## src/rtl/i2c_reg_access.sv

```systemverilog
// i2c_reg_access: turns one register read/write command into the byte-level
// transfer_start / transfer_continue / mode / data_tx sequence expected by the
// i2c master, and returns one response (status + read data) per command.
module i2c_reg_access #(
  parameter int unsigned TIMEOUT_CYCLES = 1000000
) (
  input  logic       clk_in,
  input  logic       rst_n,
  input  logic       cmd_valid,
  output logic       cmd_ready,
  input  logic       cmd_read,
  input  logic [6:0] cmd_dev_addr,
  input  logic [7:0] cmd_reg_addr,
  input  logic [7:0] cmd_wdata,
  output logic       rsp_valid,
  output logic [7:0] rsp_rdata,
  output logic [1:0] rsp_status,
  output logic       m_mode,
  output logic       m_transfer_start,
  output logic       m_transfer_continue,
  output logic [7:0] m_data_tx,
  input  logic       m_transfer_ready,
  input  logic       m_transaction_complete,
  input  logic       m_ack,
  input  logic [7:0] m_data_rx,
  input  logic       m_data_rx_enable,
  input  logic       m_arbitration_err,
  input  logic       m_start_err
);

  localparam int CNT_W = (TIMEOUT_CYCLES > 1) ? $clog2(TIMEOUT_CYCLES + 1) : 1;
  localparam logic [CNT_W-1:0] CNT_LAST = CNT_W'(TIMEOUT_CYCLES - 1);

  localparam logic [1:0] ST_OK       = 2'd0;
  localparam logic [1:0] ST_ADDR_NAK = 2'd1;
  localparam logic [1:0] ST_DATA_NAK = 2'd2;
  localparam logic [1:0] ST_BUS_ERR  = 2'd3;

  typedef enum logic [3:0] {
    S_IDLE, S_START, S_ADDR, S_REG, S_WDATA, S_RADDR, S_RDATA, S_STOP_WAIT, S_DONE
  } state_t;

  state_t           state_q, state_d;
  logic [CNT_W-1:0] cnt_q, cnt_d;
  logic             read_q, read_d;
  logic [6:0]       dev_q, dev_d;
  logic [7:0]       reg_q, reg_d;
  logic [7:0]       wdata_q, wdata_d;
  logic             cmd_ready_q, cmd_ready_d;
  logic             rsp_valid_q, rsp_valid_d;
  logic [7:0]       rsp_rdata_q, rsp_rdata_d;
  logic [1:0]       rsp_status_q, rsp_status_d;
  logic             mode_q, mode_d;
  logic             start_q, start_d;
  logic             cont_q, cont_d;
  logic [7:0]       tx_q, tx_d;

  logic bus_err;
  logic master_pulse;

  assign bus_err      = m_arbitration_err | m_start_err;
  assign master_pulse = m_transaction_complete | m_data_rx_enable | bus_err;

  // Next-state and next-output computation for the command sequencer.
  always_comb begin
    state_d      = state_q;
    cnt_d        = cnt_q;
    read_d       = read_q;
    dev_d        = dev_q;
    reg_d        = reg_q;
    wdata_d      = wdata_q;
    cmd_ready_d  = cmd_ready_q;
    rsp_valid_d  = 1'b0;
    rsp_rdata_d  = rsp_rdata_q;
    rsp_status_d = rsp_status_q;
    mode_d       = mode_q;
    start_d      = start_q;
    cont_d       = cont_q;
    tx_d         = tx_q;

    case (state_q)
      S_IDLE: begin
        if (cmd_valid && cmd_ready_q) begin
          read_d       = cmd_read;
          dev_d        = cmd_dev_addr;
          reg_d        = cmd_reg_addr;
          wdata_d      = cmd_wdata;
          rsp_rdata_d  = 8'h00;
          rsp_status_d = ST_OK;
          cmd_ready_d  = 1'b0;
          start_d      = 1'b1;
          mode_d       = 1'b0;
          cont_d       = 1'b1;
          tx_d         = {cmd_dev_addr, 1'b0};
          state_d      = S_START;
        end
      end
      S_START: begin
        if (!m_transfer_ready) state_d = S_ADDR;
      end
      S_ADDR: begin
        if (m_transaction_complete) begin
          if (m_ack) begin
            rsp_status_d = ST_ADDR_NAK;
            start_d = 1'b0; cont_d = 1'b0; mode_d = 1'b0;
            state_d = S_STOP_WAIT;
          end else begin
            tx_d    = reg_q;
            cont_d  = !read_q;
            start_d = read_q;   // read asks for a repeated START after REG
            state_d = S_REG;
          end
        end
      end
      S_REG: begin
        if (m_transaction_complete) begin
          if (m_ack) begin
            rsp_status_d = ST_DATA_NAK;
            start_d = 1'b0; cont_d = 1'b0; mode_d = 1'b0;
            state_d = S_STOP_WAIT;
          end else if (read_q) begin
            tx_d    = {dev_q, 1'b1};
            cont_d  = 1'b1;
            start_d = 1'b1;
            state_d = S_RADDR;
          end else begin
            tx_d    = wdata_q;
            cont_d  = 1'b0;
            start_d = 1'b0;
            state_d = S_WDATA;
          end
        end
      end
      S_WDATA: begin
        if (m_transaction_complete) begin
          if (m_ack) begin
            rsp_status_d = ST_DATA_NAK;
            mode_d = 1'b0;
          end
          start_d = 1'b0;
          cont_d  = 1'b0;
          state_d = S_STOP_WAIT;
        end
      end
      S_RADDR: begin
        if (m_transaction_complete) begin
          if (m_ack) begin
            rsp_status_d = ST_ADDR_NAK;
            start_d = 1'b0; cont_d = 1'b0; mode_d = 1'b0;
            state_d = S_STOP_WAIT;
          end else begin
            mode_d  = 1'b1;
            cont_d  = 1'b0;
            start_d = 1'b0;
            state_d = S_RDATA;
          end
        end
      end
      S_RDATA: begin
        // The master NACKs the single read byte itself, so m_ack is not an error here.
        if (m_data_rx_enable) rsp_rdata_d = m_data_rx;
        if (m_transaction_complete) begin
          start_d = 1'b0;
          cont_d  = 1'b0;
          state_d = S_STOP_WAIT;
        end
      end
      S_STOP_WAIT: begin
        if (m_transfer_ready) begin
          rsp_valid_d = 1'b1;
          state_d     = S_DONE;
        end
      end
      S_DONE: begin
        cmd_ready_d = 1'b1;
        state_d     = S_IDLE;
      end
      default: state_d = S_IDLE;
    endcase

    // Bus errors abort the command; an earlier error status is kept.
    if (bus_err && state_q != S_IDLE && state_q != S_DONE) begin
      if (rsp_status_d == ST_OK) rsp_status_d = ST_BUS_ERR;
      start_d = 1'b0; cont_d = 1'b0; mode_d = 1'b0;
      if (state_q != S_STOP_WAIT) state_d = S_STOP_WAIT;
    end

    // Watchdog between master events; expiry skips the wait for transfer_ready.
    if (state_q == S_IDLE || state_q == S_DONE) begin
      cnt_d = '0;
    end else if (state_d != state_q || master_pulse) begin
      cnt_d = '0;
    end else if (cnt_q == CNT_LAST) begin
      if (rsp_status_d == ST_OK) rsp_status_d = ST_BUS_ERR;
      start_d = 1'b0; cont_d = 1'b0; mode_d = 1'b0;
      rsp_valid_d = 1'b1;
      state_d     = S_DONE;
      cnt_d       = '0;
    end else begin
      cnt_d = cnt_q + CNT_W'(1);
    end
  end

  // State, command latches and registered outputs.
  always_ff @(posedge clk_in or negedge rst_n) begin
    if (!rst_n) begin
      state_q      <= S_IDLE;
      cnt_q        <= '0;
      read_q       <= 1'b0;
      dev_q        <= 7'h00;
      reg_q        <= 8'h00;
      wdata_q      <= 8'h00;
      cmd_ready_q  <= 1'b1;
      rsp_valid_q  <= 1'b0;
      rsp_rdata_q  <= 8'h00;
      rsp_status_q <= ST_OK;
      mode_q       <= 1'b0;
      start_q      <= 1'b0;
      cont_q       <= 1'b0;
      tx_q         <= 8'h00;
    end else begin
      state_q      <= state_d;
      cnt_q        <= cnt_d;
      read_q       <= read_d;
      dev_q        <= dev_d;
      reg_q        <= reg_d;
      wdata_q      <= wdata_d;
      cmd_ready_q  <= cmd_ready_d;
      rsp_valid_q  <= rsp_valid_d;
      rsp_rdata_q  <= rsp_rdata_d;
      rsp_status_q <= rsp_status_d;
      mode_q       <= mode_d;
      start_q      <= start_d;
      cont_q       <= cont_d;
      tx_q         <= tx_d;
    end
  end

  assign cmd_ready           = cmd_ready_q;
  assign rsp_valid           = rsp_valid_q;
  assign rsp_rdata           = rsp_rdata_q;
  assign rsp_status          = rsp_status_q;
  assign m_mode              = mode_q;
  assign m_transfer_start    = start_q;
  assign m_transfer_continue = cont_q;
  assign m_data_tx           = tx_q;

endmodule
```

## config.mk

```make
export PLATFORM = sky130hd
export DESIGN_NAME = i2c_reg_access
export DESIGN_NICKNAME = d
export VERILOG_FILES = /design/src/rtl/i2c_reg_access.sv
export SDC_FILE = /design/constraint.sdc
export NUM_CORES = 1
export LEC_CHECK = 0
export CELL_PAD_IN_SITES_DETAIL_PLACEMENT = 2
export CELL_PAD_IN_SITES_GLOBAL_PLACEMENT = 2
export CORE_MARGIN = 5
export CORE_UTILIZATION = 34
export CTS_CLUSTER_DIAMETER = 40
export DETAILED_ROUTE_END_ITERATION = 10
export PLACE_DENSITY_LB_ADDON = 0.1
export SYNTH_ARGS = -nofsm -noshare
export SYNTH_HDL_FRONTEND = slang
export SYNTH_SLANG_ARGS = --single-unit
```

## constraint.sdc

```tcl
create_clock -name clk_in -period 6.71 [get_ports clk_in]
set_input_delay 1.342 -clock clk_in [delete_from_list [all_inputs] [get_ports clk_in]]
set_output_delay 1.342 -clock clk_in [all_outputs]
set_load 0.005 [all_outputs]
```

-- Word-level counts from Yosys, hierarchy flattened
Cells that the tools add are included.
- add/sub/neg operators: 1
- equality and inequality tests: 18
- mux-type cells: 81
- bitwise gates (word level): 3
- reduce and logical (&&, ||, !) cells: 22
- operators by type and width (cell ; number):
    $mux 8 ; 8
    $mux 20 ; 3
    $mux 4 ; 12
    $mux 1 ; 37
    $pmux 4 s7 ; 1
    $mux 2 ; 12
    $pmux 8 s3 ; 1
    $add 20x1->20 const B ; 1
    $eq 20x20->1 const B ; 1
    $eq 4x3->1 const B ; 4
    $pmux 8 s2 ; 1
    $ne 2x2->1 const B ; 6
    $eq 4x2->1 const B ; 2
    $pmux 1 s4 ; 2
    $pmux 2 s3 ; 1
    $reduce_and 6->1 ; 1
    $reduce_or 2->1 ; 3
    $reduce_or 3->1 ; 2
    $eq 4x1->1 const B ; 1
    $eq 4x4->1 const B ; 1
    $logic_not 2->1 ; 2
    $logic_not 4->1 ; 1
    $ne 4x3->1 const B ; 1
    $ne 4x4->1 ; 1
    13 further kinds ; 20
- bits in registers: 71
- input port bits: 41
- output and inout port bits: 23
- logic and storage cells: 139

-- Longest topological paths before layout
Gate-level depths: netlist of run 1.
- depth in word-level cells: 11
- gate-level depth with buffers: 8
- depth with buffers taken out: 6

-- Worst setup path before layout of run 1
Ideal clock, no wire load.
- path type: input -> register
- start: input port m_transaction_complete
- end: register cnt_q[13]
- setup time: 72 ps
- data arrival time: 2889 ps
- required time: 6638 ps
- setup slack: 3749 ps
- stages: 6
- path buffers: 2
- cells stage by stage: clkbuf_1 -> or4_1 -> nor4b_2 -> o211ai_2 -> buf_2 -> nor2_1
- word-level cells in the longest chain between the ends: 8
- elaborated cells between the ends (all ways): 13
- those cells by class: eq/ne: 1; mux: 9; bitwise: 2; reduce/logical: 1
- RTL lines (item ; RTL line ; text):
    from (decl) ; 23 ; input logic m_transaction_complete,
    $mux 4, on equally long branches ; - ;
    $pmux 4 s7 ; 81 ; case (state_q)
    $mux 4 ; 185 ; if (state_q != S_STOP_WAIT) state_d = S_STOP_WAIT;
    $mux 4 ; 182 ; if (bus_err && state_q != S_IDLE && state_q != S_DONE) begin
    $ne 4x4->1 ; 191 ; end else if (state_d != state_q || master_pulse) begin
    $logic_or 1x1->1 * ; 191 ;
    $mux 20 * ; 191 ;
    $mux 20 * ; 189 ; if (state_q == S_IDLE || state_q == S_DONE) begin
    named net cnt_d[13] ; 44 ; logic [CNT_W-1:0] cnt_q, cnt_d;
    to (signal assigned) ; 223 ; cnt_q <= cnt_d;
    to (decl) ; 44 ;
The timed path passes the listed nets; every way through them passes the cells marked *.
A chain may end at the register's enable or synchronous reset.

-- Final worst setup path of run 1
- start: input port m_transaction_complete
- end: register cnt_q[5]
Same word-level chain as after synthesis.

==> flow_summary.yaml, run 1 <==
power_and_ir_drop:
  ir_worst_vdd_mv: 0.125
  power.total_mw: 1.47
  powerDensity_mw_per_mm2: 329
  p_leak_nw: 1.92
sta:
  final-setup-viol-count: 0
  finClkSkew_ns: 0.0107
  max_freq_ghz: 0.276
  post-route-period-util_pct: 54.1
  worst_slack_ns: 3.08
  timing.slew.headroom_pct: 39.0
  tightest_slew_ns: 0.915
  final-hold-violation-count: 0
  timing.hold.ws_ns: 0.483
  final-max-slew-violation-count: 0
  rsz0062_at_grt: "no"
  fin_tns_setup_ns: 0
  post-route-min-period_ns: 3.63
die:
  die_width_um: 113
  dieArea_mm2: 0.0127
  start_util_pct: 34.8
  rows: 37
  ios: 64
  die_h_um: 113
  core-area_mm2: 0.0103
placed_design:
  pre_cts_slack_ns: 2.72
  post_dp_cell_area_mm2: 0.00431
  dp_hpwl_mm: 7.69
  gp_congestion: 0.805
  portBuffers: 63
layout:
  fin_area_mm2: 0.00448
  drive_gt1_share_pct: 6.99
  area_growth_pct: 24.6
  fillerInstances: 1139
  multiInputGateArea_mm2: 0.00169
  regArea_mm2: 0.00178
  antennaDiodeCount: 0
  fin_nets: 496
setup_path:
  required_ns: 6.89
  cp-start-kind: "input pin"
  path_class: "in2reg"
  worst_ep_arrival_time_ns: 3.81
  worstPathMaxFanout: 19
  critical_path.endpoint_type: "flop"
routing:
  vias: 3193
  firstDrtPassIters: 4
  drt_wl_total_mm: 11.0
  drt-initial-drc-count: 98
  drcViolationCount: 0
  post_drt_via_cell_ratio: 5.38
  antenna_left: 0
  wl_per_cell_um: 18.6
clock_tree:
  clk_pin_slew_ns: 0.08
  cts_buffers: 9
  ctsHoldBuffers: 0
  cts.sinks: 71
  cts_tree: "yes"
  post_cts.repair.setup_buffers: 0
  root_buffer: "clkbuf_8"
  cts_resized: 0
  htreeDepth: 3
  cts.path.max_buffers: 2
  worstSkewPairLatency_ns: 0.34
synth:
  synth_fp_nets: 440
  yosys_warnings: 0
  async_reset_ff_share_pct: 100
  synth_cell_type_count: 53
  synth_edf_count: 0
  syn_inst: 398
  ys_seq_area_share_pct: 49.5
  synth_top_flop_cell: "dfrtp_1"
  ys_ff_latch: 71
  syn-cell-area_mm2: 0.00359
  synth.avg_cell_area_um2: 9.03
global_route:
  track_usage_pct: 18.1
  grt_max_degree: 72
  grt_pass1_vias: 3552
  grt_pass1_wl_mm: 18.5
  antenna_found_initial: 0
  grt_remaining_overflow: 0
outcome:
  run_status: "finished clean"
job:
  max-cap-violations: 0
hold_path:
  hp-class: "reg2reg"
## routing by layer
metal / GRT usage [%] / part of all wire (%) / vias to the layer above
met5: 0 / 0 / -
li1: - / - / 1498
met4: 6.89 / 2.6 / 0
met2: 28.3 / 46 / 58
met3: 3.37 / 3.4 / 23
met1: 25.0 / 48 / 1614
## cell families (layout without fill, tap and decap cells)
logic type | count (synthesis) | after routing | synth area share [%]
simple gates | 187 | 187 | 23.8
compound gates | 85 | 85 | 16.3
flops | 71 | 71 | 49.5
buf+inv | 28 | 88 | 3.48
xor+xnor | 19 | 19 | 4.63
mux | 7 | 7 | 1.95
fa+ha+maj | 1 | 1 | 0.348
## critical path, cell delays in order
cell and delay [ns]:
clkdlybuf4s50_1 0.70, nor2b_1 0.36, o21bai_1 0.14, a311o_1 0.42, o211ai_2 0.73, nor2_1 0.12
## worst paths after layout
| kind | from | end | slack [ns] | cells past startpoint |
|---|---|---|---|---|
| worst max-delay path | m_transaction_complete | cnt_q[5] | 3.08 | 6 |
| worst min-delay path | wdata_q[7] | wdata_q[7] | 0.48 | 2 |
| worst max register to register | state_q[1] | cnt_q[5] | 3.93 | 5 |
| worst min register to register | wdata_q[7] | wdata_q[7] | 0.48 | 2 |
| max in group asynchronous | rst_n | reg_q[2] | 4.91 | 2 |
| min in group asynchronous | rst_n | rsp_rdata[3] | 1.20 | 2 |
## sequential cells by signal, indices dropped and copies added (netlist names), 2 cells and up
name        cells
wdata_q         8
dev_q           7
reg_q           8
rsp_status      2
state_q         4
rsp_rdata       8
m_data_tx       8
cnt_q          20
## per-stage QoR
| stage | utilization, % | cells |
|---|---|---|
| after floorplan | - | 398 |
| after global placement | 41.8 | 579 |
| after detailed placement | 41.8 | 579 |
| after CTS | 43.4 | 594 |
| after global routing | 43.4 | 594 |
| final | 43.4 | 594 |
## area by class of cell
class	instances	area share [%]
sequential	71	39.7
inverter	7	0.587
tap	136	3.80
clock buffer	11	3.16
timing repair buffer	66	14.5
clock inverter	4	0.503
multi-input combinational	299	37.8
## Yosys cell counts, types with 3 or more instances
library cell / number / area, um^2
buf_2: 4 / 20.0
o21ai_0: 13 / 65.1
a221o_1: 3 / 30.0
a211oi_1: 12 / 90.1
nand3_1: 14 / 70.1
dfrtp_1: 70 / 1750
or2_2: 3 / 18.8
a31oi_1: 3 / 18.8
buf_1: 3 / 11.3
nand4_1: 4 / 25.0
a21bo_2: 3 / 30.0
mux2i_1: 7 / 70.1
a21oi_1: 25 / 125
nor2_1: 43 / 161
inv_1: 6 / 22.5
nor4_1: 4 / 25.0
a22o_1: 9 / 78.8
and3_1: 6 / 37.5
nand2_1: 90 / 338
nand4b_1: 3 / 26.3
nor2b_1: 3 / 18.8
nor3_1: 3 / 15.0
clkbuf_1: 12 / 45.0
xor2_1: 13 / 114
xnor2_1: 6 / 52.6
## where the power goes
| group | switching [mW] | internal, mW |
|---|---|---|
| clock | 0.156 | 0.140 |
| sequential | 0.113 | 0.519 |
| combinational | 0.265 | 0.279 |
| total | 0.535 | 0.938 |
## layout by cell type (no fill, tap or decap), types with 3 or more instances in the layout
cell type	Yosys	routed
dfrtp_1	70	70
a21oi_1	25	25
mux2i_1	7	7
xnor2_1	6	6
and3_1	6	6
nand3_1	14	14
a221o_1	3	3
clkdlybuf4s50_1	0	62
buf_4	0	3
a31oi_1	3	3
a211oi_1	12	12
nor4_1	4	4
clkbuf_8	0	10
nor3_1	3	3
nand4_1	4	4
or2_2	3	3
xor2_1	13	13
nand4b_1	3	3
a21bo_2	3	3
nand2_1	90	90
o21ai_0	13	13
nor2b_1	3	3
a22o_1	9	9
nor2_1	43	43
clkinv_2	0	3
inv_1	6	6
Note: power is estimated with default switching activity, not from simulation.
==> inputs of run 2 (changes only) <==
--- a/config.mk
+++ b/config.mk
@@ -8,7 +8,7 @@
 export CELL_PAD_IN_SITES_DETAIL_PLACEMENT = 2
 export CELL_PAD_IN_SITES_GLOBAL_PLACEMENT = 2
 export CORE_MARGIN = 5
-export CORE_UTILIZATION = 34
+export CORE_UTILIZATION = 32
 export CTS_CLUSTER_DIAMETER = 40
 export DETAILED_ROUTE_END_ITERATION = 10
 export PLACE_DENSITY_LB_ADDON = 0.1
==> constraint.sdc (replaced) <==
create_clock -name clk_in -period 3.7 [get_ports clk_in]
set_input_delay 0.74 -clock clk_in [delete_from_list [all_inputs] [get_ports clk_in]]
set_output_delay 0.74 -clock clk_in [all_outputs]
set_load 0.005 [all_outputs]
==> flow_summary.yaml, run 2 (synthesis gave the netlist of run 1 again) <==
outcome:
  run_status: "finished clean"
setup_path:
  critical_path.endpoint_type: "flop"
  cp-start-kind: "input pin"
  crit_chain: "clkdlybuf4s50_1 > nor2b_1 > o21bai_1 > a311o_1 > or2_1 > a221o_1"
  path_class: "in2reg"
  crit_slowest_cell: "clkdlybuf4s50_1"
  worst_ep_arrival_time_ns: 3.07
  critPathMaxStageDelay_ns: 0.70
  path_delay_family: "compound AO/OA/AOI/OAI gates"
  required_ns: 3.91
  worstPathMaxFanout: 12
  ff2ff_setup_slack_ns: 0.86
  crit_buf_inv: 1
die:
  dieArea_mm2: 0.0135
  rows: 38
  die_h_um: 116
  ios: 64
  core-area_mm2: 0.0109
  die_width_um: 116
  start_util_pct: 32.9
global_route:
  track_usage_pct: 17.3
  grt_pass1_wl_mm: 18.2
  antenna_found_initial: 0
  grt_pass1_vias: 3525
  grt_remaining_overflow: 0
  grt_max_degree: 34
sta:
  fin_tns_setup_ns: 0
  final-setup-viol-count: 0
  timing.slew.headroom_pct: 36.7
  post-route-min-period_ns: 2.86
  post-route-period-util_pct: 77.2
  max_freq_ghz: 0.350
  tightest_slew_ns: 0.941
  worst_slack_ns: 0.844
  rsz0062_at_grt: "no"
  finClkSkew_ns: 0.00548
  final-hold-violation-count: 0
  timing.hold.ws_ns: 0.478
  final-max-slew-violation-count: 0
clock_tree:
  htreeDepth: 3
  cts.path.max_buffers: 2
  post_cts.repair.setup_buffers: 0
  cts.sinks: 71
  clk_pin_slew_ns: 0.06
  cts_resized: 0
  worstSkewPairLatency_ns: 0.33
  cts_tree: "yes"
  root_buffer: "clkbuf_16"
  ctsHoldBuffers: 0
  cts_buffers: 9
job:
  max-cap-violations: 0
layout:
  fin_area_mm2: 0.00463
  area_growth_pct: 28.9
  antennaDiodeCount: 0
  final_cell_mix: "nand2_1 (90), dfrtp_1 (70), clkdlybuf4s50_1 (62), nor2_1 (43), a21oi_1 (25)"
  layout_commonest_cell: "nand2_1"
  drive_gt1_share_pct: 7.79
  largest_register_ffs: 20
  fin_nets: 499
  regMostFlops: "cnt_q"
placed_design:
  pre_cts_slack_ns: 0.546
  post_dp_cell_area_mm2: 0.00434
  portBuffers: 63
  gp_congestion: 0.786
  dp_hpwl_mm: 7.81
hold_path:
  hp-class: "in2async"
power_and_ir_drop:
  combPwrFrac_pct: 33.0
  p_leak_nw: 1.99
  ir_worst_vdd_mv: 0.191
  power.total_mw: 2.99
  pwr-share-seq_pct: 38.6
  p_sw_mw: 1.01
  swShare_pct: 33.9
  powerDensity_mw_per_mm2: 644
  p_int_mw: 1.97
  p_clk_share_pct: 28.5
routing:
  drcViolationCount: 0
  vias: 3143
  wl_per_cell_um: 18.2
  firstDrtPassIters: 4
  drt-initial-drc-count: 164
  drt_wl_total_mm: 11.0
  antenna_left: 0
  post_drt_via_cell_ratio: 5.22
==> run 2: cell count changes in the layout (fill, tap and decap cells not counted), sizes merged <==
cell,previous run,this run
bufinv,0,1
clkinv,3,4
clkbuf,11,10
buf,4,7
==> run 2: path summary, 6_finish.rpt <==
check	from	to	cells past startpoint
worst max-delay path	m_transaction_complete	rsp_status[1]	6
worst min-delay path	rst_n	rsp_rdata[3]	1
worst max register to register	state_q[0]	rsp_rdata[2]	6
worst min register to register	wdata_q[0]	wdata_q[0]	2
max in group asynchronous	rst_n	cmd_ready	2
min in group clk_in	wdata_q[0]	wdata_q[0]	2
==> run 2: per-layer routing <==
| metal | global-route usage, % | wire length (um) | vias up | part of all wire [%] |
|---|---|---|---|---|
| li1 | - | - | 1499 | - |
| met1 | 23.4 | 5290 | 1596 | 48 |
| met2 | 28.5 | 5230 | 41 | 48 |
| met3 | 3.55 | 356 | 7 | 3.2 |
| met4 | 4.64 | 96 | 0 | 0.88 |
| met5 | 0 | 0 | - | 0 |
==> run 2: layout make-up <==
type	instances	area, um^2
multi-input cells	299	1690
clock buffers	10	229
fillers	1218	6300
repair buffers	69	671
well taps	140	175
flip-flops and latches	71	1780
clock inverters	6	61.3
inverters	7	26.3
==> run 2: power groups by stage <==
stage	Clock, mW	Sequential [mW]	Combinational [mW]
after CTS	0.874	1.15	0.997
after global routing	0.914	1.18	1.08
final	0.850	1.15	0.984
after floorplan	0	1.05	0.644
after global placement	0	1.16	0.951
after detailed placement	0	1.17	0.982
==> run 2: worst reg2reg max path, cell delays in order, from the launching register on <==
cell	delay [ns]
dfrtp_1	0.71
nor3_1	0.66
nand4_1	0.17
buf_4	0.26
inv_2	0.41
nor2_1	0.28
a22o_1	0.25
==> run 2: metrics by stage <==
step           util, %  instances
2_1_floorplan        -        398
3_3_place_gp      39.7        586
3_5_place_dp      39.7        586
4_1_cts           42.4        602
5_1_grt           42.4        602
6_report          42.4        602
